--- config.mk ---
export PLATFORM = sky130hd
export DESIGN_NAME = pwm_peripheral
export DESIGN_NICKNAME = d
export VERILOG_FILES = /design/src/rtl/pwm_pkg.sv /design/src/rtl/pwm_timebase.sv /design/src/rtl/pwm_peripheral.sv
export SDC_FILE = /design/constraint.sdc
export NUM_CORES = 1
export LEC_CHECK = 0
export CAP_MARGIN = 40
export CORE_MARGIN = 10
export CORE_UTILIZATION = 49
export DETAILED_ROUTE_END_ITERATION = 16
export PLACE_DENSITY = 0.92
export SKIP_CTS_REPAIR_TIMING = 1
export SYNTH_ARGS = -nofsm -noshare
export SYNTH_HDL_FRONTEND = slang
export SYNTH_HIERARCHICAL = 1
export SYNTH_SLANG_ARGS = --single-unit
--- constraint.sdc ---
create_clock -name clk -period 3.9 [get_ports clk]
set_clock_uncertainty 0.15 [all_clocks]
set_input_delay 0.78 -clock clk [delete_from_list [all_inputs] [get_ports clk]]
set_output_delay 0.78 -clock clk [all_outputs]
set_load 0.005 [all_outputs]
--- src/rtl/pwm_pkg.sv ---
// Shared widths, default timing parameters and pin-mode decoding for the PWM peripheral.
`timescale 1ns/1ps
package pwm_pkg;

  localparam int PWM_CNT_W        = 8;
  localparam int DUTY_W           = 8;
  localparam int NUM_PINS         = 16;
  localparam int PRESCALE_DEF     = 13;
  localparam int PERIOD_TICKS_DEF = 255;

  typedef enum logic [1:0] {
    PIN_OFF,
    PIN_ON,
    PIN_PWM
  } pin_mode_t;

  // Output enable dominates: a disabled pin is low whatever its PWM select says.
  function automatic pin_mode_t pin_mode(input logic en_out, input logic en_pwm);
    pin_mode_t m;
    if (!en_out)     m = PIN_OFF;
    else if (en_pwm) m = PIN_PWM;
    else             m = PIN_ON;
    return m;
  endfunction

  function automatic logic pin_drive(input pin_mode_t m, input logic pwm_raw);
    logic d;
    case (m)
      PIN_ON:  d = 1'b1;
      PIN_PWM: d = pwm_raw;
      default: d = 1'b0;
    endcase
    return d;
  endfunction

endpackage

--- src/rtl/pwm_timebase.sv ---
// Prescaler plus period counter; tick marks each PWM tick, wrap marks the last tick of a period.
`timescale 1ns/1ps
module pwm_timebase
  import pwm_pkg::*;
#(
  parameter int PRESCALE     = PRESCALE_DEF,
  parameter int PERIOD_TICKS = PERIOD_TICKS_DEF
) (
  input  logic                 clk,
  input  logic                 rst,
  output logic [PWM_CNT_W-1:0] per_cnt,
  output logic                 tick,
  output logic                 wrap
);

  // A 1-bit prescaler covers PRESCALE=1, where it sits at 0 and ticks every cycle.
  localparam int PRE_W = (PRESCALE > 1) ? $clog2(PRESCALE) : 1;
  localparam logic [PRE_W-1:0]     PRE_MAX = PRE_W'(PRESCALE - 1);
  localparam logic [PWM_CNT_W-1:0] PER_MAX = PWM_CNT_W'(PERIOD_TICKS - 1);

  logic [PRE_W-1:0] pre_cnt;

  assign tick = (pre_cnt == PRE_MAX);
  assign wrap = tick && (per_cnt == PER_MAX);

  always_ff @(posedge clk or posedge rst) begin
    if (rst) begin
      pre_cnt <= '0;
      per_cnt <= '0;
    end else begin
      pre_cnt <= tick ? '0 : pre_cnt + 1'b1;
      if (tick) per_cnt <= (per_cnt == PER_MAX) ? '0 : per_cnt + 1'b1;
    end
  end

endmodule

--- src/rtl/pwm_peripheral.sv ---
// Sixteen-pin output stage: each pin is forced low, forced high, or follows one shared PWM
// waveform whose duty is double-buffered so it only changes at a period boundary.
`timescale 1ns/1ps
module pwm_peripheral
  import pwm_pkg::*;
#(
  parameter int PRESCALE     = PRESCALE_DEF,
  parameter int PERIOD_TICKS = PERIOD_TICKS_DEF
) (
  input  logic        clk,
  input  logic        rst_n,
  input  logic [7:0]  en_reg_out_7_0,
  input  logic [7:0]  en_reg_out_15_8,
  input  logic [7:0]  en_reg_pwm_7_0,
  input  logic [7:0]  en_reg_pwm_15_8,
  input  logic [7:0]  pwm_duty_cycle,
  output logic [15:0] pwm_out,
  output logic        period_start
);

  logic [PWM_CNT_W-1:0] per_cnt;
  logic                 tick;
  logic                 wrap;
  logic [DUTY_W-1:0]    duty_shadow;
  logic                 pwm_raw;
  logic [NUM_PINS-1:0]  en_out;
  logic [NUM_PINS-1:0]  en_pwm;
  logic [NUM_PINS-1:0]  pin_next;

  // rst_n is active-high despite its name.
  pwm_timebase #(
    .PRESCALE     (PRESCALE),
    .PERIOD_TICKS (PERIOD_TICKS)
  ) u_timebase (
    .clk     (clk),
    .rst     (rst_n),
    .per_cnt (per_cnt),
    .tick    (tick),
    .wrap    (wrap)
  );

  assign en_out  = {en_reg_out_15_8, en_reg_out_7_0};
  assign en_pwm  = {en_reg_pwm_15_8, en_reg_pwm_7_0};
  // per_cnt never reaches 255, so duty 255 holds the waveform high for the whole period.
  assign pwm_raw = (per_cnt < duty_shadow);

  always_comb begin
    pin_next = '0;
    for (int i = 0; i < NUM_PINS; i++) begin
      pin_next[i] = pin_drive(pin_mode(en_out[i], en_pwm[i]), pwm_raw);
    end
  end

  // The duty sampled on the wrap edge governs the whole period that starts there.
  always_ff @(posedge clk or posedge rst_n) begin
    if (rst_n) begin
      duty_shadow  <= '0;
      period_start <= 1'b0;
      pwm_out      <= '0;
    end else begin
      if (tick && wrap) duty_shadow <= pwm_duty_cycle;
      period_start <= tick && wrap;
      pwm_out      <= pin_next;
    end
  end

endmodule

# After elaboration in Yosys (flattened, before gate mapping)
# Index checks and enable logic that the tools add are counted.
# totals
regBits,37
latchBits,0
ramBits,0
mem_bits_ro,0
in_bits,42
elab_cells,94
mem_count,0
# classes
addsub,2
mul,0
n_div,0
magnitude_cmp,1
n_eq_ne,34
shift,0
mux,50
bitwise,0
n_reduce_logical,2
# op_table
cell,n
$mux 2,32
$eq 2x1->1 const B,16
$eq 2x2->1 const B,16
$pmux 1 s2,16
$add 8x1->8 const B,1
$eq 8x8->1 const B,1
$lt 8x8->1,1
$mux 8,1
$add 4x1->4 const B,1
$eq 4x4->1 const B,1
$mux 4,1
$logic_and 1x1->1,2

# Longest topological paths before layout
# logic_depth
depth_word,4
depth_mapped,9
ltp_nobuf,8

# Modules after synthesis
# Netlist, hierarchy kept.
# modules_own_cells
mod,n_inst,cells_each,area_each_um2,seq_area_each_um2
pwm_peripheral,1,102,1103.6,625.6
pwm_timebase,1,69,670.6,300.3

# Least setup slack after synthesis
# Ideal clock, no wire load.
# synth_path
path_type,register -> register
from,reg u_timebase.pre_cnt[0]
to,reg duty_shadow[1]
setup_ns,0.131
t_arrival_ns,1.820
required_time_ns,3.619
path_slack_ns,1.799
stages_incl_launch_ff,9
n_path_buf,1
period_less_slack_ns,2.101
path_cell_list,dfrtp_1 > inv_1 > ha_1 > nand3_2 > nor4_4 > nand2_1 > inv_1 > clkbuf_1 > o21ai_0
# synth_via
elab_chain_cells,3
# synth_lines
item,line,text
from (decl),pwm_timebase.sv:21,logic [PRE_W-1:0] pre_cnt;
from (signal assigned),pwm_timebase.sv:31,pre_cnt <= tick ? '0 : pre_cnt + 1'b1;
$eq 4x4->1,pwm_timebase.sv:23,assign tick = (pre_cnt == PRE_MAX);
$logic_and 1x1->1,pwm_timebase.sv:24,assign wrap = tick && (per_cnt == PER_MAX);
named net wrap,pwm_peripheral.sv:23,logic wrap;
$logic_and 1x1->1,pwm_peripheral.sv:61,if (tick && wrap) duty_shadow <= pwm_duty_cycle;
to (signal assigned),pwm_peripheral.sv:61,
to (decl),pwm_peripheral.sv:24,logic [DUTY_W-1:0] duty_shadow;
# The timed path passes the listed nets, and every way through them passes these cells.
# A chain may end at the register's enable or synchronous reset.

# Worst setup path in the final report
# layout_path
from,reg u_timebase.pre_cnt[0]
to,reg duty_shadow[3]
# Same word-level chain as after synthesis.

==> impl_metrics.csv <==
group,metric,value,unit
routing,num_vias,1462,
layout,drive_gt1_share,8.94,%
placed_design,dp.cells,273,
pwr,p_total,0.803,mW
hold_path,hold_path_depth,1,
routing,vias_per_cell,5.20,
clocking,cts_tree,"done",
global_route,antenna_found_initial,0,
placed_design,dp_hpwl,3520,um
layout,final_nets,287,
floorplanning,core.rowCount,21,
worst_setup_path,worstPathArrival,2.43,ns
global_route,grt.total_usage,14.0,%
pwr,pwr-share-clk,40.9,%
placed_design,place.gp.congestion,0.847,
sta,rsz0062_at_grt,"no",
sta,hold_slack,0.368,ns
synth,yosysTopAreaCell,"dfrtp_1",
worst_setup_path,path_max_fanout,15,
worst_setup_path,endpoint,"duty_shadow[3]$_DFFE_PP0P_",
sta,hold_viol,0,
placed_design,place_area,2410,sq um
routing,wire_per_inst,15.6,um
worst_setup_path,start_kind,"flop",
worst_setup_path,slowest_stage,"dfrtp_1",
worst_setup_path,endpoint_kind,"flop",
sta,setup_viol,0,
floorplanning,chipHeight,80.2,um
synth,ys.flop_type,"dfrtp_1",
floorplanning,initial_core_util,51.9,%
floorplanning,boundaryPins,59,
sta,finalSetupTns,0,ns
clocking,cts_buffers,5,
placed_design,place_ws,1.62,ns
floorplanning,die_width,80.2,um
synth,synthesis.area,1770,sq um
clocking,path_clk_slew,0.11,ns
clocking,clk_path_buf_depth,2,
routing,dr.pass1.iters,4,
layout,num_antenna_cells,0,
pwr,p_sw_share,19.3,%
sta,worst_pin_slew,0.498,ns
synth,netlist.area_leader.share,52.2,%
pwr,p_int,0.647,mW
synth,netlist_instances,171,
clocking,cts_root_buf,"clkbuf_4",
placed_design,io_buffers,58,
hold_path,worstHoldPathType,"reg -> reg",
pwr,pwr_density_cell,319,nW/um^2
pwr,ir_drop,275,uV
worst_setup_path,crit_buf_inv,2,
synth,syn-num-nets,224,
worst_setup_path,reg2reg_slack,1.59,ns
global_route,grt_pass1_vias,1494,
synth,postSynth.asyncResetShare,100,%
sta,post-route-period-util,59.2,%
synth,synth_seq_cells,37,
worst_setup_path,worstPathRequired,4.02,ns
worst_setup_path,cp.depth,8,
worst_setup_path,critical_path.startpoint,"u_timebase/pre_cnt[0]$_DFF_PP0_",
synth,yosys-top-cells-area,"dfrtp_1 52%, ha_1 7.8%, inv_1 7.6%, a31oi_1 5.6%, nand2_1 3.8%",
run_status,outcome,"finished clean",
floorplanning,dieArea,6430,sq um
sta,fmax,0.433,GHz
layout,fin_util,73.7,%
clocking,clock-sinks,37,
routing,wl,4390,um
global_route,grt_overflow,0,
global_route,grt_first_pass_wirelength,6950,um
clocking,cts.htree.levels,2,
floorplanning,core_area,3420,sq um
synth,avgSynthCellArea,10.4,sq um
pwr,leakage,1.18,nW
routing,drtIter0Drc,49,
global_route,grt_max_degree,24,
pwr,power_switching,0.155,mW
sta,drv_slew,0,
flow_run,max_cap_viol_count,0,
sta,min_period,2.31,ns
layout,final-instance-count-excl-fill,281,
layout,postLayoutCellArea,2520,sq um
pwr,combPwrFrac,10.0,%
sta,relSlewSlack,66.7,%
worst_setup_path,max_stage_delay,0.43,ns
sta,finalWorstSetupSlack,1.59,ns
synth,yosysUniqueCellTypes,36,
worst_setup_path,r2r_start,"u_timebase/pre_cnt[0]$_DFF_PP0_",
pwr,seq_power_share,49.1,%
clocking,clk-insertion-delay-late,0.35,ns
worst_setup_path,reg2reg_to,"duty_shadow[3]$_DFFE_PP0P_",
worst_setup_path,crit_family,"simple AND/OR/NAND/NOR gates",
routing,drt.antenna.violating_nets,0,
worst_setup_path,critical_path.cell_chain,"inv_1, ha_1, nand3_2, nor4_4, nand2_1, inv_1, nand2_1, o21ai_0",
synth,yosysWarnings,6,
routing,drc,0,
synth,yosysSeqAreaShare,52.2,%
worst_setup_path,critPathKind,"reg -> reg",
worst_setup_path,r2r_cells,8,
synth,synth_edf_count,0,
layout,syn2layout_area_growth,41.8,%
## routing by layer
| metal | global-route usage, % | routed length (um) | vias up |
|---|---|---|---|
| met3 | 3.79 | 212 | 7 |
| met1 | 14.0 | 1650 | 712 |
| met5 | 0 | 0 | - |
| met2 | 25.8 | 2430 | 36 |
| met4 | 7.39 | 90 | 0 |
| li1 | - | - | 707 |
## cell usage after synthesis, drive strengths merged, types with 2 or more instances
| cell type | instances |
|---|---|
| nor3 | 2 |
| inv | 36 |
| or3 | 3 |
| o211ai | 2 |
| or4 | 3 |
| ha | 11 |
| a21oi | 5 |
| o21ai | 14 |
| nand4 | 3 |
| dfrtp | 37 |
| buf | 2 |
| a31oi | 16 |
| nand2 | 19 |
| o31ai | 2 |
| nand3 | 3 |
| nor2 | 2 |
## sequential cells by signal, summed over array words and instances, names as in the netlist
| name | flops |
|---|---|
| u_timebase/per_cnt | 8 |
| period_start | 1 |
| pwm_out | 16 |
| duty_shadow | 8 |
| u_timebase/pre_cnt | 4 |
## power by group through the flow
stage	registers [mW]	clock network, mW	logic, mW
after CTS	0.394	0.335	0.0817
final	0.394	0.328	0.0802
after detailed placement	0.402	0	0.0815
after global routing	0.395	0.353	0.0860
after floorplan	0.403	0	0.0135
after global placement	0.402	0	0.0762
## worst min-delay path by stage
stage	startpoint	to	slack, ns
2_1_floorplan	u_timebase/pre_cnt[0]$_DFF_PP0_	u_timebase/pre_cnt[0]$_DFF_PP0_	0.30
3_3_place_gp	u_timebase/pre_cnt[0]$_DFF_PP0_	u_timebase/pre_cnt[0]$_DFF_PP0_	0.32
3_5_place_dp	u_timebase/pre_cnt[0]$_DFF_PP0_	u_timebase/pre_cnt[0]$_DFF_PP0_	0.34
4_1_cts	u_timebase/pre_cnt[0]$_DFF_PP0_	u_timebase/pre_cnt[0]$_DFF_PP0_	0.36
5_1_grt	duty_shadow[0]$_DFFE_PP0P_	duty_shadow[0]$_DFFE_PP0P_	0.38
6_report	u_timebase/pre_cnt[0]$_DFF_PP0_	u_timebase/pre_cnt[0]$_DFF_PP0_	0.37
## kinds of logic (layout without fill, tap and decap cells)
family / count (synthesis) / count (layout) / synth area share [%]
compound gates: 45 / 45 / 17.4
xor+xnor: 1 / 1 / 0.494
fa+ha+maj: 11 / 11 / 7.76
buf+inv: 39 / 103 / 9.10
flops: 37 / 37 / 52.2
mux: 1 / 1 / 0.635
simple gates: 37 / 37 / 12.4
## cell type report
class | count | area, sq um
flip-flops and latches | 37 | 926
fillers | 226 | 900
multi-input cells | 95 | 687
repair buffers | 59 | 608
inverters | 36 | 135
clock inverters | 3 | 65.1
well taps | 46 | 57.6
clock buffers | 5 | 37.5
## worst register-to-register path, cell delays in order (launching register included)
cell     delay [ns]
dfrtp_1        0.43
inv_1          0.09
ha_1           0.26
nand3_2        0.21
nor4_4         0.43
nand2_1        0.12
inv_1          0.33
nand2_1        0.12
o21ai_0        0.10
## cell usage in the layout, fill, tap and decap left out, types with 2 or more instances in the layout
cell type	Yosys	layout
o31ai_1	2	2
nand3_1	2	2
nand4_1	2	2
nand2_1	18	18
bufinv_16	0	2
nor3_1	2	2
ha_1	11	11
dfrtp_1	37	37
a21oi_1	3	3
clkdlybuf4s50_1	0	58
nor2_1	2	2
o21ai_0	13	13
a31oi_1	16	16
or4_1	2	2
clkbuf_4	0	5
inv_1	36	36
or3_2	2	2
Power figures use the tool's default switching activity.
